<file path="config.mk">
export PLATFORM = sky130hd
export DESIGN_NAME = serial_addsub_flags
export DESIGN_NICKNAME = d
export VERILOG_FILES = /design/src/rtl/serial_addsub_flags.sv
export SDC_FILE = /design/constraint.sdc
export NUM_CORES = 1
export LEC_CHECK = 0
export ABC_AREA = 1
export BUFFER_PORTS_ARGS = -buffer_cell sky130_fd_sc_hd__buf_2
export CAP_MARGIN = 25
export CORE_ASPECT_RATIO = 1.2
export CORE_UTILIZATION = 45
export CTS_BUF_LIST = sky130_fd_sc_hd__clkbuf_16
export CTS_CLUSTER_DIAMETER = 60
export DETAILED_ROUTE_END_ITERATION = 7
export GPL_TIMING_DRIVEN = 0
export PLACE_DENSITY_LB_ADDON = 0.1
export RECOVER_POWER = 25
export SLEW_MARGIN = 20
export SYNTH_ARGS = -nofsm -noshare
export SYNTH_HDL_FRONTEND = slang
export SYNTH_SLANG_ARGS = --single-unit
</file>
<file path="constraint.sdc">
create_clock -name clk -period 4.4 [get_ports clk]
set_input_delay 0.88 -clock clk [delete_from_list [all_inputs] [get_ports clk]]
set_output_delay 0.88 -clock clk [all_outputs]
set_load 0.01 [all_outputs]
</file>
<file path="src/rtl/serial_addsub_flags.sv">
// Digit-serial adder/subtractor: DIGIT bits per clock, LSB digit first, with a
// registered Sign/Zero/Carry/Parity/Overflow bank loaded together with Z on done.
//
//  state  | meaning
//  -------+--------------------------------------------------------------
//  S_IDLE | waiting for start; Z and flags hold the last result
//  S_RUN  | one digit per cycle from the latched operands; done on last
module serial_addsub_flags #(
    parameter int WIDTH = 16,
    parameter int DIGIT = 4
) (
    input  logic             clk,
    input  logic             rst,
    input  logic             start,
    input  logic             sub,
    input  logic [WIDTH-1:0] A,
    input  logic [WIDTH-1:0] B,
    input  logic             Cin,
    output logic             busy,
    output logic             done,
    output logic [WIDTH-1:0] Z,
    output logic             Sign,
    output logic             Zero,
    output logic             Carry,
    output logic             Parity,
    output logic             Overflow
);

    localparam int NDIG = WIDTH / DIGIT;
    localparam int CW   = (NDIG > 1) ? $clog2(NDIG) : 1;

    generate
        if (WIDTH < 2 || DIGIT < 1 || (WIDTH % DIGIT) != 0) begin : g_bad_params
            $error("serial_addsub_flags: WIDTH must be >= 2 and a multiple of DIGIT");
        end
    endgenerate

    typedef enum logic {
        S_IDLE = 1'b0,
        S_RUN  = 1'b1
    } state_t;

    state_t           r_state;
    logic [WIDTH-1:0] r_a;
    logic [WIDTH-1:0] r_b;
    logic [WIDTH-1:0] r_res;
    logic             r_sub;
    logic             r_carry;
    logic [CW-1:0]    r_cnt;

    logic [DIGIT-1:0] w_a_dig;
    logic [DIGIT-1:0] w_b_dig;
    logic [DIGIT:0]   w_sum;
    logic [WIDTH-1:0] w_res_next;
    logic             w_c_msb_in;
    logic             w_last;

    // Operand shadows shift right one digit per cycle, so the active digit is
    // always the low DIGIT bits; B is stored already inverted for subtraction.
    assign w_a_dig    = r_a[DIGIT-1:0];
    assign w_b_dig    = r_b[DIGIT-1:0];
    assign w_sum      = {1'b0, w_a_dig} + {1'b0, w_b_dig} + {{DIGIT{1'b0}}, r_carry};
    assign w_res_next = (r_res >> DIGIT) | (WIDTH'(w_sum[DIGIT-1:0]) << (WIDTH - DIGIT));
    assign w_c_msb_in = w_a_dig[DIGIT-1] ^ w_b_dig[DIGIT-1] ^ w_sum[DIGIT-1];
    assign w_last     = (r_cnt == CW'(NDIG - 1));

    always_ff @(posedge clk) begin
        if (rst) begin
            r_state  <= S_IDLE;
            r_a      <= '0;
            r_b      <= '0;
            r_res    <= '0;
            r_sub    <= 1'b0;
            r_carry  <= 1'b0;
            r_cnt    <= '0;
            busy     <= 1'b0;
            done     <= 1'b0;
            Z        <= '0;
            Sign     <= 1'b0;
            Zero     <= 1'b0;
            Carry    <= 1'b0;
            Parity   <= 1'b0;
            Overflow <= 1'b0;
        end else begin
            done <= 1'b0;
            case (r_state)
                S_IDLE: begin
                    if (start) begin
                        r_a     <= A;
                        r_b     <= sub ? ~B : B;
                        r_sub   <= sub;
                        r_carry <= sub ? ~Cin : Cin;
                        r_cnt   <= '0;
                        busy    <= 1'b1;
                        r_state <= S_RUN;
                    end
                end
                S_RUN: begin
                    r_a     <= r_a >> DIGIT;
                    r_b     <= r_b >> DIGIT;
                    r_res   <= w_res_next;
                    r_carry <= w_sum[DIGIT];
                    r_cnt   <= r_cnt + CW'(1);
                    if (w_last) begin
                        // Carry reports borrow for subtraction, hence the XOR with r_sub.
                        Z        <= w_res_next;
                        Sign     <= w_res_next[WIDTH-1];
                        Zero     <= (w_res_next == '0);
                        Parity   <= ^w_res_next;
                        Carry    <= w_sum[DIGIT] ^ r_sub;
                        Overflow <= w_c_msb_in ^ w_sum[DIGIT];
                        r_cnt    <= '0;
                        busy     <= 1'b0;
                        done     <= 1'b1;
                        r_state  <= S_IDLE;
                    end
                end
                default: r_state <= S_IDLE;
            endcase
        end
    end

endmodule

</file>
; Word-level counts from Yosys, hierarchy flattened
; Index checks and enable logic that the tools add are counted.
[totals]
reg_bits = 76
output_inout_bits = 23
elab_cells = 53
input_bits = 37
[op_classes]
bitwise_logic = 8
muxes = 18
eq_ne = 3
addsub = 3
n_reduce_logical = 6
[ops]
columns = operator, count
row1 = $pmux 16 s2, 2
row2 = $mux 16, 3
row3 = $logic_not 16->1, 1
row4 = $not 16->16, 1
row5 = $or 12x16->16, 1
row6 = $reduce_xor 16->1, 1
row7 = $mux 1, 7
row8 = $pmux 1 s2, 3
row9 = $reduce_and 2->1, 3
row10 = $add 4x4->5, 1
row11 = $add 5x1->5, 1
row12 = $mux 2, 2
row13 = $pmux 2 s2, 1
row14 = $xor 1x1->1, 4
row15 = $add 2x1->2 const B, 1
row16 = $eq 2x2->1 const B, 1
row17 = $ne 2x1->1 const B, 1
row18 = $ne 2x2->1 const B, 1
row19 = $not 1->1, 2
row20 = $reduce_or 2->1, 1

; Logic depth before layout (Yosys ltp)
; Gate-level depths: netlist (run 1).
[depth]
word_depth = 4
mapped_depth = 15
mapped_depth_nobuf = 15

; Least setup slack after synthesis (run 1)
; Ideal clock, no wire load.
[synth_path]
path_kind = reg-to-reg
startpoint = reg r_a[0]
endpoint = reg Parity
arrival_ns = 2.130
n_path_buf = 0
setup_ns = 0.113
path_stages_with_launch = 15
required_time_ns = 4.287
path_slack_ns = 2.157
period_less_slack_ns = 2.243
path_cell_list = dfxtp_1 > inv_1 > fa_1 > fa_1 > ha_1 > nand2_1 > inv_1 > nor2_1 > nand2_1 > nand2_1 > nand2_1 > nand2_1 > nand2_1 > nand3_1 > nand2_1
[synth_between]
elab_chain_len = 4
[synth_lines]
columns = item, line
row1 = start: declaration, 44  ; logic [WIDTH-1:0] r_a;
row2 = start signal: assignment, 99  ; r_a <= r_a >> DIGIT;
row3 = $add 4x4->5, 62  ; assign w_sum = {1'b0, w_a_dig} + {1'b0, w_b_dig} + {{DIGIT{1'b0}}, r_carry};
row4 = $add 5x1->5, 62
row5 = $or 12x16->16, 63  ; assign w_res_next = (r_res >> DIGIT) | (WIDTH'(w_sum[DIGIT-1:0]) << (WIDTH - DIGIT));
row6 = $reduce_xor 16->1, 109  ; Parity <= ^w_res_next;
row7 = end signal: assignment, 109
row8 = end: declaration, 25  ; output logic Parity,
; No other way between the ends.
; A chain may end at the register's enable or synchronous reset.

; Final worst setup path (run 1)
; Same ends and word-level chain as after synthesis.

==> results.ini, run 1 <==
[status]
status=finished, final reports clean

[yosys]
netlist_instances=450
synthArstFlopShare=0
yosysWarnings=0
ys_ff_latch=71
synth_top_area_cell=dfxtp_1
synth-edff-count=0
synthTopCellsByArea=dfxtp_1, nand2_1, inv_1, xor2_1, ha_1
ys_types=27
synth.top_cells.by_count=nand2_1, dfxtp_1, inv_1, a21oi_1, o21ai_0
ys_seq_area_frac=0.422
netlist.area_leader.share=0.422
synth_nets=500
ys_dominant_reg_cell=dfxtp_1
synth_area_sq_mm=0.00336
yosysMostFrequentCell=nand2_1
syn_avg_cell_area_sq_um=7.48

[sta]
min_period_ns=2.47
hold_violations=0
finalCritPeriodShare=0.560
worst_hold_slack_ns=0.446
slew_violations=0
slew_headroom=0.606
finalSetupViolations=0
max_freq_mhz=406
rsz0062_at_grt=false
fin_worst_skew_ns=0.00665
tightest_slew_ns=0.591
finalSetupTns_ns=0

[pwr]
ir_drop_mv=0.219
p_leak_nw=1.99
power_density_mw_per_mm2=427

[floorplanning]
die_x_um=80.9
die-area_sq_mm=0.00783
core_area_sq_mm=0.00723
die_h_um=96.7
std_cell_rows=34
io_pins=60
initial_core_util=0.465

[critical_path]
required_ns=4.62
worst-setup-path-type=flip-flop to flip-flop
cp_slowest_stage_delay_ns=0.52
crit_chain=inv_1 -> fa_1 -> fa_1 -> ha_1 -> nand2_1 -> inv_1 -> nor2_1 -> nand2_1 -> nand2_1 -> nand2_1 -> nand2_1 -> nand2_1 -> nand3_1 -> nand2_1
critPathTopFamily=adder cells
crit_buf_inv=2
cp_max_fo=4
start_kind=flip-flop
worstPathArrival_ns=2.69
cp_slowest_cell=fa_1
cp-end-kind=flip-flop
cpMostUsedCell=nand2_1

[place]
portBuffers=57
place_hpwl_um=5680
routabilityCongestion=0.826

[global_route]
grt_use_met3=0.0368
grtUsageTotal=0.210
grt_pass1_wl_um=12600
grtUsageMet2=0.363
antenna_found_initial=0
overflow=0
top_usage_layer=met2
grt_max_degree=14
gr-usage-met1=0.248
grt_pass1_vias=2748

[cts]
clock-sinks=71
postCtsHoldBufs=0
root_buffer=clkbuf_16
clkLatencyLatePin_ns=0.33
cts_buffer_depth=2
cts_buffers=9
htreeDepth=3
cts_tree=done
cts_resized=0
path_clk_slew_ns=0.06
cts_setup_buffers=0

[finish]
drive_gt1_frac=0.189
area_growth_pct=20.2
nets=568
diodes=0

[job]
drv_cap=0

[routing]
post_drt_via_cell_ratio=4.81
drt_iter0_drc=113
num_vias=2951
dr.pass1.iters=4
wl_per_cell_um=12.3
drc_errors=0
drt_wl_total_um=7530
drtAntennaViolNets=0

[worst_hold_path]
hold_path_class=flip-flop to flip-flop

per-layer routing:
metal,wire (um),vias up
li1,-,1555
met1,3260,1323
met2,3830,58
met3,251,15
met4,176,0
met5,0,-
layout by cell type (no fill, tap or decap), types with 2 or more instances in the layout:
master,count
a21oi_1,26
xnor2_1,2
a31oi_1,13
clkbuf_16,9
nand2_1,154
nand3_1,17
o21ai_0,25
clkinv_4,2
inv_1,55
dfxtp_1,71
inv_2,2
xor2_1,16
buf_4,7
bufinv_16,2
clkbuf_1,7
nand2_2,2
a22oi_1,6
buf_2,63
fa_1,2
o21ai_2,7
nor2_1,14
ha_1,11
worst paths after layout:
path	startpoint	endpoint	slack [ns]	cells past startpoint
min reg2reg	Parity	Parity	0.45	2
min	Parity	Parity	0.45	2
max reg2reg	r_a[0]	Parity	1.93	14
max	r_a[0]	Parity	1.93	14
final cells by class:
cell class | instances | area [sq um]
Inverter | 56 | 210
Timing Repair Buffer | 57 | 285
Sequential cell | 71 | 1420
Buffer | 22 | 124
Tap cell | 90 | 113
Fill cell | 745 | 3190
Clock buffer | 9 | 225
Multi-Input combinational cell | 301 | 1570
Clock inverter | 7 | 97.6
cells by family after synthesis:
logic type / share of synthesized area
and+or+nand+nor: 0.228
AOI/OAI and AO/OA: 0.145
buffers and inverters: 0.105
DFF: 0.422
xor gates and xnor gates: 0.0469
adders and majority gates: 0.0528
flip-flops by register name, indices dropped and copies added (netlist names):
signal / count
Carry: 1
Overflow: 1
Parity: 1
Z: 16
Zero: 1
busy: 1
done: 1
r_a: 16
r_b: 16
r_carry: 1
r_cnt: 2
r_res: 12
r_state: 1
r_sub: 1
through the flow:
step,total power [mW],instance area [sq um],instances,utilization,worst slack [ns]
detailed placement,0.964,3760,597,0.520,1.95
finish,1.73,4040,613,0.559,1.93
floorplan,0.893,3360,450,-,2.16
CTS,1.74,4090,613,0.565,1.94
global placement,0.958,3760,597,0.520,1.98
global route,1.81,4040,613,0.559,1.70
worst register-to-register path, cell delays in order (launching register included):
cell	delay [ns]
dfxtp_1	0.33
inv_1	0.07
fa_1	0.47
fa_1	0.52
ha_1	0.35
nand2_1	0.10
inv_1	0.04
nor2_1	0.07
nand2_1	0.06
nand2_1	0.08
nand2_1	0.05
nand2_1	0.06
nand2_1	0.05
nand3_1	0.06
nand2_1	0.05
report_power, final:
group	internal (mW)	leakage, nW	switching (mW)
clock network	0.498	0.157	0.281
registers	0.674	0.580	0.0180
logic	0.0973	1.25	0.158
No activity file was read; power rests on OpenSTA's default activity.
==> inputs of run 2 (changes only) <==
==> constraint.sdc (replaced) <==
create_clock -name clk -period 2.28 [get_ports clk]
set_input_delay 0.456 -clock clk [delete_from_list [all_inputs] [get_ports clk]]
set_output_delay 0.456 -clock clk [all_outputs]
set_load 0.01 [all_outputs]
==> results.ini, run 2 (synthesis results as in run 1) <==
[status]
status=finished, final reports clean

[sta]
min_period_ns=2.26
hold_violations=0
fin_worst_skew_ns=0.00740
worst_hold_slack_ns=0.373
rsz0062_at_grt=true
slew_headroom=0.580
tightest_slew_ns=0.628
finalSetupViolations=0
slew_violations=0
finalCritPeriodShare=0.992
max_freq_mhz=442
fin_ws_ns=0.0190

[place]
portBuffers=57
place_hpwl_um=5680
routabilityCongestion=0.826
place_ws_ns=-0.169
place_area_sq_mm=0.00376

[finish]
final_common_cell=nand2_1
seqCellArea_sq_mm=0.00143
mostFrequentLayoutCells=nand2_1, dfxtp_1, buf_2
fill_cells=731
diodes=0
area_growth_pct=22.2
nets=572
drive_gt1_frac=0.218
design_area_sq_mm=0.00411
reg_top3=Z x16, r_a x16, r_b x16
multi_input_area_sq_mm=0.00161

[routing]
drc_errors=0
wl_per_cell_um=12.3
num_vias=2980
drt_iter0_drc=95
post_drt_via_cell_ratio=4.83
drt_wl_total_um=7560
dr.pass1.iters=4
drtAntennaViolNets=0

[critical_path]
cp_max_fo=4
cpMostUsedCell=nand2_1
cp_slowest_stage_delay_ns=0.59
worst-setup-path-type=flip-flop to flip-flop
startpoint=r_b[0]
worstPathArrival_ns=2.53
crit_chain=inv_2 -> fa_2 -> fa_2 -> ha_4 -> nand2_2 -> inv_2 -> nor2_2 -> nand2_1 -> nand2_1 -> inv_1 -> nand2_1 -> nand2_1 -> nand2_1 -> nand3_1 -> nand2_1
cp_slowest_cell=fa_2
required_ns=2.55
start_kind=flip-flop
reg2reg_depth=15
r2r-end=Parity
timing.rr.start=r_b[0]
ff2ff_setup_slack_ns=0.02
cp-end-kind=flip-flop

[cts]
root_buffer=clkbuf_16
postCtsHoldBufs=0
clock-sinks=71
clkLatencyLatePin_ns=0.33
cts_buffers=9
cts_buffer_depth=2
htreeDepth=3
cts_tree=done
path_clk_slew_ns=0.06

[worst_hold_path]
min_path_cells=3
hold_path_class=input port to flip-flop
min_to=r_a[12]
holdCritStartpoint=A[12]

[floorplanning]
die_x_um=80.9
io_pins=60
die-area_sq_mm=0.00783
std_cell_rows=34
core_area_sq_mm=0.00723
die_h_um=96.7
initial_core_util=0.465

[global_route]
antenna_found_initial=0
grt_pass1_wl_um=12700
overflow=0
grt_pass1_vias=2743
grt_max_degree=14
grtUsageTotal=0.212

[pwr]
power_density_mw_per_mm2=815
switching_share=0.265
power_frac_comb=0.155
seqPwrFrac=0.398
clkPwrFrac=0.447
p_leak_nw=1.99
intPower_mw=2.47
switchingPower_mw=0.888
ir_drop_mv=0.420

[job]
drv_cap=0

run 2: final cells by class:
class | count | share of cell area
clock inverter | 7 | 0.0237
sequential | 71 | 0.347
tap | 90 | 0.0274
clock buffer | 9 | 0.0548
inverter | 56 | 0.0511
timing repair buffer | 61 | 0.0758
multi-input combinational | 301 | 0.390
buffer | 22 | 0.0304
run 2: per-layer routing:
layer  global-route usage  vias up  part of all wire
met5                    0        -                 0
li1                     -     1571                 -
met4               0.0879        0             0.017
met3               0.0368       12             0.042
met1                0.251     1336              0.42
met2                0.367       61              0.52
run 2: critical path: cells and delay by family, from the launching register on:
kind / cells / cell delay (ns)
buffers and inverters: 3 / 0.11
DFF: 1 / 0.33
and+or+nand+nor: 9 / 0.55
adders and majority gates: 3 / 1.22
run 2: repair_timing:
item	4_1_cts	5_1_grt
gates resized for setup	4	8
pin swaps	2	9
endpoints found under the setup margin	1	1
buffers inserted	2	2
run 2: metrics by stage:
step	power (mW)	utilization	setup TNS [ns]	instances
5_1_grt	3.53	0.569	-0.134	617
6_report	3.35	0.569	0	617
4_1_cts	3.38	0.570	0	615
3_5_place_dp	1.86	0.520	-0.169	597
3_3_place_gp	1.85	0.520	-0.137	597
2_1_floorplan	1.72	-	0	450
run 2: worst max path at each step:
stage	depth (start not counted)	to	slack (ns)
after floorplan	14	Parity	0.04
after global placement	14	Parity	-0.14
after detailed placement	14	Parity	-0.17
after CTS	14	Parity	0.003
after global routing	15	Parity	-0.13
final	15	Parity	0.02
run 2: power groups by stage:
stage	clock, mW	sequential (mW)	combinational (mW)
after global placement	0	1.36	0.489
after global routing	1.59	1.34	0.604
after detailed placement	0	1.36	0.499
final	1.50	1.34	0.520
after floorplan	0	1.35	0.372
after CTS	1.52	1.34	0.521
